**config.mk**
```make
export PLATFORM = sky130hd
export DESIGN_NAME = vp_key_event_tx
export DESIGN_NICKNAME = d
export VERILOG_FILES = /design/src/rtl/vp_key_event_tx.sv
export SDC_FILE = /design/constraint.sdc
export NUM_CORES = 1
export LEC_CHECK = 0
export BUFFER_PORTS_ARGS = -buffer_cell sky130_fd_sc_hd__buf_2
export CAP_MARGIN = 20
export CORE_MARGIN = 8
export CORE_UTILIZATION = 45
export DETAILED_ROUTE_END_ITERATION = 8
export PLACE_DENSITY = 0.67
export SYNTH_ARGS = -nofsm -noshare
export SYNTH_HDL_FRONTEND = slang
export SYNTH_SLANG_ARGS = --single-unit
```
**constraint.sdc**
```tcl
create_clock -name clk_i -period 7.6 [get_ports clk_i]
set_input_delay 0.76 -clock clk_i [delete_from_list [all_inputs] [get_ports clk_i]]
set_output_delay 0.76 -clock clk_i [all_outputs]
set_load 0.02 [all_outputs]
```
**src/rtl/vp_key_event_tx.sv**
```systemverilog
// vp_key_event_tx
//   Producer end of the keyboard-event handshake read by vp_keymap. PS/2 key
//   toggles and joystick numpad edges become a queued stream of
//   {released, ascii} events, so events that arrive together or in quick
//   succession are neither merged nor lost.
//
// Ports
//   clk_i            system clock (clk_sys)
//   res_i            asynchronous, active-high reset
//   ps2_key_i[10:0]  [10] event toggle, [9] pressed, [8] extended (unused), [7:0] set-2 scan code
//   joy_numpad_i     numpad buttons of both pads ORed, 1 = pressed; bit0..8 = "1".."9", bit9 = "0"
//   rx_data_ready_o  queue head valid
//   rx_ascii_o       head ASCII code (last head value while the queue is empty)
//   rx_released_o    head is a release event (last head value while empty)
//   rx_read_i        consumer ack, one-cycle pulse, pops the head
//   overflow_o       sticky: a PS/2 event was dropped because the queue was full
//   dbg_state_o      current FSM state (0 = ARM, 1 = RUN)
//
// Handshake: rx_data_ready_o is the valid, rx_read_i is the ack. The head is
//   removed at a rising edge where both are 1, and the head outputs do not
//   change while rx_data_ready_o=1 and no ack is given. An ack while empty is
//   ignored.
module vp_key_event_tx #(
  parameter int FIFO_DEPTH = 4,
  parameter int JOY_BITS   = 10
) (
  input  logic                clk_i,
  input  logic                res_i,
  input  logic [10:0]         ps2_key_i,
  input  logic [JOY_BITS-1:0] joy_numpad_i,
  output logic                rx_data_ready_o,
  output logic [7:0]          rx_ascii_o,
  output logic                rx_released_o,
  input  logic                rx_read_i,
  output logic                overflow_o,
  output logic                dbg_state_o
);

  localparam int PW = $clog2(FIFO_DEPTH);
  localparam int CW = PW + 1;
  localparam int JW = $clog2(JOY_BITS);

  typedef enum logic {ARM = 1'b0, RUN = 1'b1} state_t;

  state_t              state_q, state_d;
  logic                prev_tgl_q;
  logic [JOY_BITS-1:0] prev_joy_q;
  logic [JOY_BITS-1:0] pend_press_q, pend_press_d;
  logic [JOY_BITS-1:0] pend_rel_q, pend_rel_d;
  logic [8:0]          mem [FIFO_DEPTH];
  logic [PW-1:0]       wr_q, rd_q;
  logic [CW-1:0]       count_q;
  logic [8:0]          last_q;
  logic                ovf_q;

  logic                running, pop, room, ps2_ev, ovf_set, push;
  logic [8:0]          ps2_map, push_data;
  logic [JOY_BITS-1:0] eff_press, eff_rel, sel_onehot;
  logic                joy_found, joy_is_press;
  logic [JW-1:0]       joy_idx;
  logic [7:0]          joy_ascii;

  // {valid, ascii} for a set-2 scan code; valid=0 means no event.
  function automatic logic [8:0] map_code(input logic [7:0] c);
    logic [8:0] m;
    case (c)
      8'h16: m = 9'h131;  8'h1E: m = 9'h132;  8'h26: m = 9'h133;  8'h25: m = 9'h134;
      8'h2E: m = 9'h135;  8'h36: m = 9'h136;  8'h3D: m = 9'h137;  8'h3E: m = 9'h138;
      8'h46: m = 9'h139;  8'h45: m = 9'h130;
      8'h1C: m = 9'h161;  8'h32: m = 9'h162;  8'h21: m = 9'h163;  8'h23: m = 9'h164;
      8'h24: m = 9'h165;  8'h2B: m = 9'h166;  8'h34: m = 9'h167;  8'h33: m = 9'h168;
      8'h43: m = 9'h169;  8'h3B: m = 9'h16A;  8'h42: m = 9'h16B;  8'h4B: m = 9'h16C;
      8'h3A: m = 9'h16D;  8'h31: m = 9'h16E;  8'h44: m = 9'h16F;  8'h4D: m = 9'h170;
      8'h15: m = 9'h171;  8'h2D: m = 9'h172;  8'h1B: m = 9'h173;  8'h2C: m = 9'h174;
      8'h3C: m = 9'h175;  8'h2A: m = 9'h176;  8'h1D: m = 9'h177;  8'h22: m = 9'h178;
      8'h35: m = 9'h179;  8'h1A: m = 9'h17A;
      8'h29: m = 9'h120;  8'h79: m = 9'h12B;  8'h7B: m = 9'h12D;  8'h7C: m = 9'h12A;
      8'h4A: m = 9'h12F;  8'h55: m = 9'h13D;  8'h1F: m = 9'h111;  8'h27: m = 9'h112;
      8'h5A: m = 9'h10A;  8'h66: m = 9'h108;
      default: m = 9'h000;
    endcase
    return m;
  endfunction

  always_comb begin
    state_d      = state_q;
    running      = (state_q == RUN);
    pop          = rx_read_i && (count_q != '0);
    // A full queue still accepts a push when the head leaves on the same edge.
    room         = (count_q != CW'(FIFO_DEPTH)) || pop;
    ps2_map      = map_code(ps2_key_i[7:0]);
    ps2_ev       = running && (ps2_key_i[10] != prev_tgl_q) && ps2_map[8];
    ovf_set      = 1'b0;
    push         = 1'b0;
    push_data    = '0;
    eff_press    = pend_press_q;
    eff_rel      = pend_rel_q;
    sel_onehot   = '0;
    joy_found    = 1'b0;
    joy_is_press = 1'b0;
    joy_idx      = '0;

    case (state_q)
      ARM:     state_d = RUN;
      RUN:     state_d = RUN;
      default: state_d = ARM;
    endcase

    // Edges seen this cycle join the pending masks immediately so they can be
    // pushed on the edge that samples them. A release never cancels a
    // still-pending press: presses are offered first, so the press of a bit
    // always leaves before its release.
    if (running) begin
      eff_press = pend_press_q | (joy_numpad_i & ~prev_joy_q);
      eff_rel   = pend_rel_q   | (~joy_numpad_i & prev_joy_q);
    end

    // Descending scan so the lowest set index is the one left selected.
    for (int i = JOY_BITS - 1; i >= 0; i--) begin
      if (eff_press[i]) begin
        joy_found    = 1'b1;
        joy_is_press = 1'b1;
        joy_idx      = JW'(i);
        sel_onehot   = '0;
        sel_onehot[i] = 1'b1;
      end
    end
    if (!joy_found) begin
      for (int i = JOY_BITS - 1; i >= 0; i--) begin
        if (eff_rel[i]) begin
          joy_found     = 1'b1;
          joy_idx       = JW'(i);
          sel_onehot    = '0;
          sel_onehot[i] = 1'b1;
        end
      end
    end
    joy_ascii = (joy_idx == JW'(9)) ? 8'h30 : 8'h31 + 8'(joy_idx);

    pend_press_d = eff_press;
    pend_rel_d   = eff_rel;

    if (ps2_ev) begin
      if (room) begin
        push      = 1'b1;
        push_data = {~ps2_key_i[9], ps2_map[7:0]};
      end else begin
        ovf_set   = 1'b1;
      end
    end else if (joy_found && room) begin
      push      = 1'b1;
      push_data = {~joy_is_press, joy_ascii};
      if (joy_is_press) pend_press_d = eff_press & ~sel_onehot;
      else              pend_rel_d   = eff_rel   & ~sel_onehot;
    end
  end

  always_ff @(posedge clk_i or posedge res_i) begin
    if (res_i) begin
      state_q      <= ARM;
      prev_tgl_q   <= 1'b0;
      prev_joy_q   <= '0;
      pend_press_q <= '0;
      pend_rel_q   <= '0;
      wr_q         <= '0;
      rd_q         <= '0;
      count_q      <= '0;
      last_q       <= '0;
      ovf_q        <= 1'b0;
    end else begin
      state_q      <= state_d;
      // In ARM this captures the baseline; in RUN it tracks every cycle.
      prev_tgl_q   <= ps2_key_i[10];
      prev_joy_q   <= joy_numpad_i;
      pend_press_q <= pend_press_d;
      pend_rel_q   <= pend_rel_d;
      if (push) wr_q <= wr_q + PW'(1);
      if (pop)  rd_q <= rd_q + PW'(1);
      case ({push, pop})
        2'b10:   count_q <= count_q + CW'(1);
        2'b01:   count_q <= count_q - CW'(1);
        default: count_q <= count_q;
      endcase
      // Remember the current head so it stays visible once the queue drains.
      if (count_q != '0) last_q <= mem[rd_q];
      if (ovf_set) ovf_q <= 1'b1;
    end
  end

  always_ff @(posedge clk_i) begin
    if (push) mem[wr_q] <= push_data;
  end

  assign rx_data_ready_o = (count_q != '0);
  assign {rx_released_o, rx_ascii_o} = rx_data_ready_o ? mem[rd_q] : last_q;
  assign overflow_o      = ovf_q;
  assign dbg_state_o     = state_q;

endmodule

```
# [Word-level counts from Yosys, hierarchy flattened]
# Memories as Yosys holds them, arrays and structs flattened.
# Index checks and enable logic that the tools add are counted.
# W data, S select, Z words.
[op_classes] add_sub_neg=5 n_eq_ne=5 n_mux=85 bitwise_logic=11 reduce_logical=7
[ops] operator="$mux W10" count=29
[ops] operator="$mux W4" count=21
[ops] operator="$mux W9" count=5
[ops] operator="$and A10 B10 Y10" count=4
[ops] operator="$not A10 Y10" count=3
[ops] operator="$mux W1" count=28
[ops] operator="$or A10 B10 Y10" count=2
[ops] operator="$add A6 B4 Y7 const A" count=1
[ops] operator="$mux W7" count=1
[ops] operator="$pmux W3 S2" count=1
[ops] operator="$add A2 B1 Y2 const B" count=2
[ops] operator="$eq A4 B4 Y1 const B" count=1
[ops] operator="$logic_and A1 B1 Y1" count=4
[ops] operator="$add A3 B1 Y3 const B" count=1
[ops] operator="$ne A3 B3 Y1 const B" count=1
[ops] operator="$reduce_bool A3 Y1" count=1
[ops] operator="$sub A3 B1 Y3 const B" count=1
[ops] operator="$eq A2 B1 Y1 const B" count=1
[ops] operator="$eq A2 B2 Y1 const B" count=1
[ops] operator="$not A1 Y1" count=2
[ops] operator="$reduce_bool A2 Y1" count=1
[ops] operator="$logic_or A1 B1 Y1" count=1
[ops] operator="$ne A1 B1 Y1" count=1
[word_totals] register_bits=49 ram_bits=36 mem_bits_ro=1024 output_inout_bits=12 wordCells=125 memories=2
[memory_table] name="(no name shown)" depth=128 word_bits=8 read_ports=1 rd_clocked_by_memory_dff=0 write_ports=0 line_no="66" text="case (c)"
[memory_table] name="mem" depth=4 word_bits=9 read_ports=1 rd_clocked_by_memory_dff=0 write_ports=1 line_no="50" text="logic [8:0] mem [FIFO_DEPTH];"

# [Logic depth before layout (Yosys ltp)]
[depth] word_depth=30 depth_mapped=16 mapped_depth_nobuf=15

# [Worst setup path before layout]
# Ideal clock, no wire load.
[synth_path] path_kind="in2reg" start="in ps2_key_i[2]" end="reg count_q[2]" arrival_time_ns=3.020 required_ns=7.475 setup_slack_ns=4.454 stages=16 path_cell_list="buf_2 -> buf_2 -> inv_1 -> ha_1 -> o221ai_1 -> nand3_1 -> o22ai_1 -> nor2b_1 -> nor2_2 -> inv_1 -> ha_1 -> inv_1 -> fa_1 -> xor2_1 -> nor2_1 -> xor2_1"
[synth_via] elab_chain_cells=6 elab_cells_between_ends=8 cone_classes="eq/ne: 2; mux: 3; reduce/logical: 2; memory: 1"
[synth_rtl] item="from (decl)" line_no="29" text="input logic [10:0] ps2_key_i,"
[synth_rtl] item="$mem_v2 Z128 W8 (*)"
[synth_rtl] item="$mux W9 (*)" line_no="66"
[synth_rtl] item="$logic_and A1 B1 Y1 (*)" line_no="92" text="ps2_ev = running && (ps2_key_i[10] != prev_tgl_q) && ps2_map[8];"
[synth_rtl] item="$mux W1 (*)" line_no="143" text="if (ps2_ev) begin"
[synth_rtl] item="$eq A2 B1 Y1 or $eq A2 B2 Y1 (tied branches)" line_no="179" text="case ({push, pop})"
[synth_rtl] item="$pmux W3 S2 or $reduce_bool A2 Y1 (tied branches)"
[synth_rtl] item="to (signal assigned)" line_no="180" text="2'b10: count_q <= count_q + CW'(1);"
[synth_rtl] item="to (signal assigned)" line_no="181" text="2'b01: count_q <= count_q - CW'(1);"
[synth_rtl] item="to (signal assigned)" line_no="182" text="default: count_q <= count_q;"
[synth_rtl] item="to (decl)" line_no="52" text="logic [CW-1:0] count_q;"
# Every way passes the cells marked *; elsewhere a longest branch is shown, timed or not.
# A chain may end at the register's enable or synchronous reset.

# [Worst setup path after layout]
[layout_path] start="in ps2_key_i[1]" end="reg count_q[1]"
# The elaborated chain is that of the path after synthesis.

==> metrics.md <==
| Metric | Value |
|---|---|
| Largest net degree at the start of global routing | `50` |
| Port Buffers | `34` |
| Fmax | `273.2 MHz` |
| Row cnt | `37` |
| Setup slack at placement | `roughly 3.6 ns` |
| PD cells | `between 300 and 400 nW/um^2` |
| First-pass GRT wire length | `roughly 17000 um` |
| Ant. Diodes | `0` |
| WL/cell | `around 16 um` |
| # nets final | `499` |
| Ranking of synthesized cells by area | `dfrtp_1 (27%), edfxtp_1 (21%), mux4_2 (4.4%)` |
| Area Growth Syn to Fin | `10.13%` |
| Synth Instances | `430` |
| Worst setup path start | `ps2_key_i[1]` |
| Worst Path Required | `7.87 ns` |
| Vias in the first global route | `3317` |
| # DRC | `0` |
| Ports | `36` |
| Post-synthesis sequential area ratio | `0.4733` |
| Post-synthesis net count | `471` |
| Clock Skews | `0.009256 ns` |
| Mean Syn Cell Area | `10.75 um^2` |
| Hold bufs inserted after CTS | `0` |
| Worst Setup End Kind | `register` |
| Total setup buffers inserted after CTS | `0` |
| Number of synthesized flops with an enable pin | `32` |
| Setup TNS | `0 ns` |
| Status | `finished, final reports clean` |
| Detailed placement HPWL | `7106 um` |
| Fin util | `0.5019` |
| Initial Util | `0.4558` |
| Worst min path class | `in -> async` |
| CTS resizes | `0` |
| Die Wd | `117.3 um` |
| Final ANT Viol Nets | `0` |
| Number of synthesis warnings | `0` |
| Netlist cell types | `~70` |
| Sequential power share | `0.440` |
| Worst-path cell chain | `buf_2 > inv_1 > ha_1 > nand2_1 > a31oi_1 > o311ai_1 > o22ai_1 > nor2b_1 > nor2_2 > inv_1 > ha_1 > inv_1 > fa_1 > o21ai_0` |
| Logic pwr share | `0.368` |
| Synth Cell Area | `4621 um^2` |
| Top FF cell, synth | `dfrtp_1` |
| Final slew viol count | `0` |
| Switching power total | `0.5773 mW` |
| CTS tree | `done` |
| Num CTS Buffers | `9` |
| Internal power | `between 1 and 1.5 mW` |
| Max VDD drop | `0.1620 mV` |
| Post-synth top area share | `0.2654` |
| All-Layer GR Usage | `0.1460` |
| Lkg Pwr | `between 2 and 2.5 nW` |
| Area leader, netlist | `dfrtp_1` |
| Clk network pwr share | `0.193` |
| Slew Limit Headroom | `0.4092` |
| Finish-stage setup viols | `0` |
| Initial antenna violation count | `0` |
| Crit path DAT | `3.93 ns` |
| Die area | `13770 um^2` |
| Period Utilization, post-route | `0.4815` |
| Min cycle time layout | `~3.7 ns` |
| Final Wtd Congestion | `between 0.8 and 0.9` |
| Critical path type | `in -> reg` |
| Worst Setup Start Kind | `input pin` |
| Reg-to-reg startpoint | `dbg_state_o` |
| DRT iter0 DRCs | `220` |
| Setup slack after layout | `3.940 ns` |
| Delay-heaviest family, CP | `adder cells` |
| Via density per instance | `roughly 5.7` |
| Fin area | `5089 um^2` |
| Grt total ovfl | `0` |
| Sw frac | `0.3600` |
| Drt first pass iters | `5` |
| Clk slew on worst S/H paths | `0.08 ns` |
| Synthesized flop and latch total | `~80` |
| Clk buf depth | `2` |
| Final Hold Vio Count | `0` |
| Core Area | `10140 um^2` |
| Slowest CP cell | `ha_1` |
| Fillcell total | `904` |
| Vias | `3385` |
| Area after DPL | `between 4000 and 5000 um^2` |
| Clock Sinks | `slightly above 80` |
| Async set-reset flop share out of synthesis | `0.6049` |
| Worst-Margin Slew | `0.8739 ns` |
| Layout cell share with drive strength beyond 1 | `0.1728` |
| Crit Path Max Fanout | `11` |
| Crit-path most repeated cell | `inv_1` |
| Crit path largest cell delay | `0.42 ns` |
| Unrepaired setup endpoints after global routing | `no` |
| Total wire length | `9838 um` |
| Root Buffer Master | `clkbuf_8` |
| DIE HEIGHT | `117.3 um` |
| CTS HTree Levels | `3` |
| WP buf/inv | `4` |
| Clk_lat worst skew | `0.36 ns` |
| Max-cap violations | `0` |
[synthesized netlist by cell type (all sizes together) (4+ instances only)]
| master | count |
|---|---|
| dfrtp | 49 |
| nand2 | 48 |
| nor2 | 34 |
| edfxtp | 32 |
| a21oi | 27 |
| inv | 24 |
| o21ai | 21 |
| and3b | 16 |
| ha | 16 |
| and2 | 13 |
| a31oi | 11 |
| buf | 11 |
| mux4 | 9 |
| nor4 | 9 |
| nand2b | 8 |
| clkbuf | 7 |
| nand3 | 6 |
| o22ai | 6 |
| xnor2 | 6 |
| nand3b | 5 |
| nor3 | 5 |
| a211oi | 4 |
| o211ai | 4 |
[area by class of cell]
class | instances | area (um^2) | area share
Sequential cell | 81 | 2187 | 0.4298
Timing Repair Buffer | 35 | 190.2 | 0.03737
Clock inverter | 5 | 55.05 | 0.01082
Multi-Input combinational cell | 306 | 2251 | 0.4423
Clock buffer | 11 | 141.4 | 0.02778
Inverter | 25 | 93.84 | 0.01844
Tap cell | 136 | 170.2 | 0.03344
[state kept, by name, indices dropped and copies added (netlist names)]
register,cells
mem,32
pend_press_q,10
pend_rel_q,10
prev_joy_q,10
last_q,9
count_q,3
rd_q,2
wr_q,2
dbg_state_o,1
overflow_o,1
prev_tgl_q,1
[cells by family after synthesis]
family,after synthesis,share of synthesized area
AO/OA/AOI/OAI,109,0.1571
XOR/XNOR,9,0.01706
adder cells (fa/ha/maj),17,0.04766
buffers and inverters,43,0.03953
flip-flops,81,0.4733
multiplexers,12,0.05145
other,1,0.0008116
AND/OR/NAND/NOR,158,0.2131
[routing by layer]
layer / global-route usage / wire length (um) / part of all wire
met2: 0.2244 / 4586 / 0.47
met1: 0.1963 / 4658 / 0.47
met5: 0 / 0 / 0
met3: 0.03309 / 479 / 0.049
met4: 0.05434 / 113 / 0.011
[cells in the final DEF (no fill, tap or decap), drive strengths merged, types with 6 or more instances in the layout]
| cell type | count |
|---|---|
| ha | 16 |
| nand2 | 48 |
| a21oi | 27 |
| xnor2 | 6 |
| dfrtp | 49 |
| clkbuf | 11 |
| nor2 | 34 |
| o22ai | 6 |
| and2 | 13 |
| and3b | 16 |
| mux4 | 9 |
| buf | 35 |
| a31oi | 11 |
| o21ai | 21 |
| inv | 24 |
| nand2b | 8 |
| nor4 | 9 |
| nand3 | 6 |
| edfxtp | 32 |
[power groups by stage]
stage	sequential, mW	combinational, mW	clock (mW)
final	0.705	0.590	0.309
after floorplan	0.678	0.466	0
after CTS	0.707	0.596	0.316
after global placement	0.708	0.577	0
after detailed placement	0.716	0.593	0
after global routing	0.721	0.658	0.334
[stage by stage]
stage,cells,hold slack [ns],total power [mW]
final,599,0.3759,1.604
after global routing,599,0.3940,1.712
after CTS,598,0.4680,1.620
after detailed placement,582,0.4512,1.309
after global placement,582,0.4451,1.285
after floorplan,430,0.4746,1.143
[worst paths after layout]
check	end	cells past startpoint	slack, ns
setup / recovery	count_q[1]	14	3.94
hold reg to reg	last_q[6]	2	0.47
hold / removal	count_q[2]	2	0.38
max in group asynchronous	pend_rel_q[0]	3	6.72
min in group clk_i	last_q[6]	2	0.47
setup reg to reg	count_q[2]	13	4.27
No activity file was read; power rests on OpenSTA's default activity.
